File: config.mk
export PLATFORM = sky130hd
export DESIGN_NAME = fb_write_scheduler
export DESIGN_NICKNAME = d
export VERILOG_FILES = /design/src/rtl/fb_write_scheduler.sv
export SDC_FILE = /design/constraint.sdc
export NUM_CORES = 1
export LEC_CHECK = 0
export ABC_CLOCK_PERIOD_IN_PS = 4400
export CAP_MARGIN = 5
export CORE_MARGIN = 1
export CORE_UTILIZATION = 35
export CTS_BUF_LIST = sky130_fd_sc_hd__clkbuf_16
export DETAILED_ROUTE_END_ITERATION = 8
export PLACE_DENSITY = 0.59
export SYNTH_ARGS = -nofsm -noshare
export SYNTH_HDL_FRONTEND = slang
export SYNTH_SLANG_ARGS = --single-unit
File: constraint.sdc
create_clock -name clk -period 4.4 [get_ports clk]
set_input_delay 0.44 -clock clk [delete_from_list [all_inputs] [get_ports clk]]
set_output_delay 0.44 -clock clk [all_outputs]
set_load 0.05 [all_outputs]
File: src/rtl/fb_write_scheduler.sv
// Write-port scheduler for the double-buffered panel frame RAM: merges host pixel
// words and the fill engine into the back buffer and flips buffers only at scan end-of-frame.
module fb_write_scheduler #(
  parameter int ADDR_WIDTH = 11,
  parameter int DATA_WIDTH = 16
) (
  input  logic                  clk,
  input  logic                  reset,
  input  logic                  host_valid,
  input  logic [DATA_WIDTH-1:0] host_data,
  input  logic                  host_sof,
  input  logic                  fill_start,
  input  logic [DATA_WIDTH-1:0] fill_colour,
  input  logic                  scan_frame_end,
  input  logic                  overrun_clr,
  output logic                  ram_we,
  output logic [ADDR_WIDTH:0]   ram_addr,
  output logic [DATA_WIDTH-1:0] ram_data,
  output logic                  display_buf,
  output logic                  fill_busy,
  output logic                  flip_pending,
  output logic                  overrun
);

  typedef enum logic [1:0] {
    ACCEPT    = 2'd0,
    FILL      = 2'd1,
    WAIT_FLIP = 2'd2
  } state_t;

  localparam logic [ADDR_WIDTH-1:0] ADDR_ZERO = {ADDR_WIDTH{1'b0}};
  localparam logic [ADDR_WIDTH-1:0] ADDR_ONE  = {{(ADDR_WIDTH-1){1'b0}}, 1'b1};
  localparam logic [ADDR_WIDTH-1:0] ADDR_LAST = {ADDR_WIDTH{1'b1}};

  state_t                  state;
  state_t                  state_nx;
  logic [ADDR_WIDTH-1:0]   wptr;
  logic [ADDR_WIDTH-1:0]   wptr_nx;
  logic [ADDR_WIDTH-1:0]   waddr;
  logic [DATA_WIDTH-1:0]   colour;
  logic [DATA_WIDTH-1:0]   colour_nx;
  logic [DATA_WIDTH-1:0]   wdata;
  logic                    we;
  logic                    display_nx;
  logic                    drop;

  // Next-state, write selection and host-drop detection.
  always_comb begin
    state_nx   = state;
    wptr_nx    = wptr;
    colour_nx  = colour;
    display_nx = display_buf;
    we         = 1'b0;
    waddr      = wptr;
    wdata      = host_data;
    drop       = 1'b0;
    case (state)
      ACCEPT: begin
        if (host_valid) begin
          // host_sof resynchronises the stream to pixel 0 whatever wptr held
          we      = 1'b1;
          waddr   = host_sof ? ADDR_ZERO : wptr;
          wptr_nx = waddr + ADDR_ONE;
          if (waddr == ADDR_LAST) begin
            state_nx = WAIT_FLIP;
          end else begin
            state_nx = ACCEPT;
          end
        end else if (fill_start) begin
          colour_nx = fill_colour;
          wptr_nx   = ADDR_ZERO;
          state_nx  = FILL;
        end else begin
          state_nx = ACCEPT;
        end
      end
      FILL: begin
        we      = 1'b1;
        wdata   = colour;
        wptr_nx = wptr + ADDR_ONE;
        drop    = host_valid;
        if (wptr == ADDR_LAST) begin
          state_nx = WAIT_FLIP;
        end else begin
          state_nx = FILL;
        end
      end
      WAIT_FLIP: begin
        drop = host_valid;
        if (scan_frame_end) begin
          display_nx = ~display_buf;
          wptr_nx    = ADDR_ZERO;
          state_nx   = ACCEPT;
        end else begin
          state_nx = WAIT_FLIP;
        end
      end
      default: begin
        state_nx = ACCEPT;
        wptr_nx  = ADDR_ZERO;
      end
    endcase
  end

  // State, pointer and registered RAM/status outputs; reset abandons any fill or frame.
  always_ff @(posedge clk or posedge reset) begin
    if (reset) begin
      state        <= ACCEPT;
      wptr         <= ADDR_ZERO;
      colour       <= {DATA_WIDTH{1'b0}};
      display_buf  <= 1'b0;
      ram_we       <= 1'b0;
      ram_addr     <= {(ADDR_WIDTH+1){1'b0}};
      ram_data     <= {DATA_WIDTH{1'b0}};
      fill_busy    <= 1'b0;
      flip_pending <= 1'b0;
      overrun      <= 1'b0;
    end else begin
      state        <= state_nx;
      wptr         <= wptr_nx;
      colour       <= colour_nx;
      display_buf  <= display_nx;
      ram_we       <= we;
      // back buffer is always the one not on display; never taken from a wptr carry
      ram_addr     <= {~display_buf, waddr};
      ram_data     <= wdata;
      fill_busy    <= (state_nx == FILL);
      flip_pending <= (state_nx == WAIT_FLIP);
      if (drop) begin
        overrun <= 1'b1;
      end else if (overrun_clr) begin
        overrun <= 1'b0;
      end else begin
        overrun <= overrun;
      end
    end
  end

endmodule

==> results.py <==
metrics = {
    "run_status": {
        "run_status": "finished, final reports clean",
    },
    "cts": {
        "clk_latency_ps": 320,
        "cts_max_path_buffers": 2,
        "cts.clk_slew.worst_paths_ps": 50,
        "htreeDepth": 3,
        "post_cts_resized": 0,
        "cts_hold_buf": 0,
        "cts_inserted_buffers": 9,
        "cts_setup_buffers": 0,
        "cts_tree": "yes",
        "cts_root_buf": "clkbuf_16",
        "cts.sinks": 62,
    },
    "grt": {
        "grt_overflow": 0,
        "grt_max_degree": 44,
        "grt_pass1_vias": 1988,
        "grt_pass1_wl_um": 9760,
        "grt_usage": 0.151,
        "antenna_found_initial": 0,
    },
    "yosys": {
        "synth_cell_type_count": 47,
        "synth_ff_type": "dfrtp_1",
        "synth_warnings": 0,
        "synth_edf_count": 0,
        "syn_area_mm2": 0.00281,
        "synthArstFlopShare": 1.00,
        "synth_cells": 233,
        "postSynthAreaPerCell_um2": 12.0,
        "synth_nets": 278,
        "seq_area_frac_synth": 0.553,
        "synth_seq_cells": 62,
    },
    "job": {
        "drv_cap": 0,
    },
    "floorplan": {
        "die_y_um": 91.5,
        "design.die.area_mm2": 0.00838,
        "rows": 32,
        "die_x_um": 91.5,
        "fp.coreArea_mm2": 0.00773,
        "num_io_pins": 72,
        "start_util": 0.363,
    },
    "sta": {
        "timing.final.crit_share": 0.490,
        "max_freq_mhz": 464,
        "skew_ps": 4.50,
        "setup_viol_count_final": 0,
        "grt_setup_unrepaired": "no",
        "min_period_ps": 2160,
        "tightest_slew_ps": 932,
        "tns_ps": 0,
        "hold_viol_final": 0,
        "finalMaxSlewViolations": 0,
        "max_slew_margin": 0.377,
    },
    "cells_and_area": {
        "syn_to_final_growth_pct": 36.0,
        "fill_cells": 692,
        "n_antenna_cell": 0,
        "nets": 346,
        "final_area_mm2": 0.00382,
        "drive_gt1_frac": 0.167,
    },
    "critical_path": {
        "cpPeakStageDelay_ps": 450,
        "arrival_ps": 2360,
        "cp-end-kind": "register",
        "cp_cell_sequence": "inv_1 > ha_1 > nor3b_2 > or2_1 > o21ai_1 > a221o_1",
        "path_max_fanout": 15,
        "critPathLaunchType": "register",
        "critPathKind": "reg -> reg",
        "cpMaxStageDelayCell": "or2_1",
        "required_ps": 4600,
    },
    "routing": {
        "drc": 0,
        "drt_iter0_drc": 97,
        "wl_per_cell_um": 13.7,
        "totalWireLength_um": 5580,
        "drtAntennaViolNets": 0,
        "dr.pass1.iters": 4,
        "via_count": 1956,
        "routed_via_density": 4.81,
    },
    "pwr": {
        "power.leakage_uw": 0.00169,
        "power_per_cell_area_mw_per_mm2": 335,
        "ir_worst_vdd_uv": 196,
    },
    "placed_design": {
        "post_dp_cell_area_mm2": 0.00354,
        "hpwl_um": 3900,
        "gp_congestion": 0.798,
        "io_buffers": 71,
    },
    "worst_hold_path": {
        "min-delay-path-class": "reg -> reg",
    },
}
-- layer usage --
metal	track usage	vias to the layer above	wire [um]
met2	0.225	72	2540
met5	0	-	0
met1	0.189	926	2400
met3	0.0737	8	573
met4	0.0542	0	62
li1	-	950	-
-- placed cells by master, fill, tap and decap left out, drive strengths merged, types with 7 or more instances in the layout --
master,n
nor2,7
clkdlybuf4s50,71
o21ai,7
nor3,7
inv,9
nand2,17
dfrtp,62
clkbuf,9
and2,12
mux2,32
-- flip-flops by register name, summed over array words and instances, names as in the netlist --
name,flops
flip_pending,1
state,2
ram_addr,12
overrun,1
display_buf,1
colour,16
ram_data,16
wptr,11
ram_we,1
fill_busy,1
-- worst max-delay path: cells and delay by family, from the launching register on --
family,cells,cell delay (ps)
adders and majority gates,1,290
buffers and inverters,1,90
and+or+nand+nor,2,830
DFF,1,390
AOI/OAI and AO/OA,2,420
-- area by class of cell --
cell class / count / area [um2] / share of cell area
Sequential cell: 62 / 1550 / 0.406
Clock inverter: 6 / 53.8 / 0.0141
Multi-Input combinational cell: 146 / 1100 / 0.288
Inverter: 9 / 33.8 / 0.00885
Clock buffer: 9 / 225 / 0.0590
Tap cell: 102 / 128 / 0.0334
Timing Repair Buffer: 73 / 726 / 0.190
-- per-stage QoR --
stage | utilization | power [uW] | setup slack [ps] | hold slack (ps) | instances
floorplan | - | 594 | 2420 | 474 | 233
global placement | 0.458 | 635 | 1970 | 443 | 392
detailed placement | 0.458 | 636 | 1940 | 445 | 392
CTS | 0.494 | 1300 | 2220 | 452 | 407
global route | 0.494 | 1330 | 2060 | 471 | 407
finish | 0.494 | 1280 | 2240 | 453 | 407
-- cells in the mapped netlist (2+ instances only) --
library cell | n | area, um2
a31oi_1 | 6 | 37.5
a21oi_1 | 6 | 30.0
mux2i_1 | 2 | 20.0
o21ai_1 | 2 | 10.0
nand2_1 | 17 | 63.8
nand2b_1 | 2 | 12.5
nand3_1 | 5 | 25.0
inv_1 | 9 | 33.8
and3_1 | 2 | 12.5
a211oi_1 | 2 | 15.0
mux2_2 | 32 | 360
o21ai_0 | 5 | 25.0
ha_1 | 6 | 75.1
nor2b_1 | 3 | 18.8
nor4_1 | 2 | 12.5
buf_2 | 7 | 35.0
xnor2_1 | 4 | 35.0
dfrtp_1 | 62 | 1550
buf_6 | 2 | 22.5
and2_1 | 12 | 75.1
nand3b_1 | 2 | 15.0
nor2_1 | 7 | 26.3
nor3_1 | 7 | 35.0
clkbuf_1 | 3 | 11.3
o31ai_1 | 4 | 30.0
-- final timing paths --
check	from	end	slack, ps	cells past startpoint
min reg2reg	display_buf	ram_addr[11]	450	1
max reg2reg	state[0]	wptr[2]	2240	6
max in group asynchronous	reset	state[0]	2970	3
max	state[0]	wptr[2]	2240	6
min	display_buf	ram_addr[11]	450	1
min in group asynchronous	reset	ram_addr[1]	630	2
-- report_power, final --
group / leakage (uW) / switching [uW] / internal (uW)
logic: 0.000744 / 20.3 / 31.9
registers: 0.000813 / 0.317 / 572
clock network: 0.000134 / 229 / 427
total: 0.00169 / 249 / 1030
-- cells by family after synthesis --
kind of cell / Yosys count / synth area share
muxes: 34 / 0.136
buffers and inverters: 25 / 0.0553
DFF: 62 / 0.553
AOI/OAI and AO/OA: 35 / 0.0843
xor gates and xnor gates: 5 / 0.0156
and+or+nand+nor: 66 / 0.130
adders and majority gates: 6 / 0.0267
(Power assumes the default switching activity.)
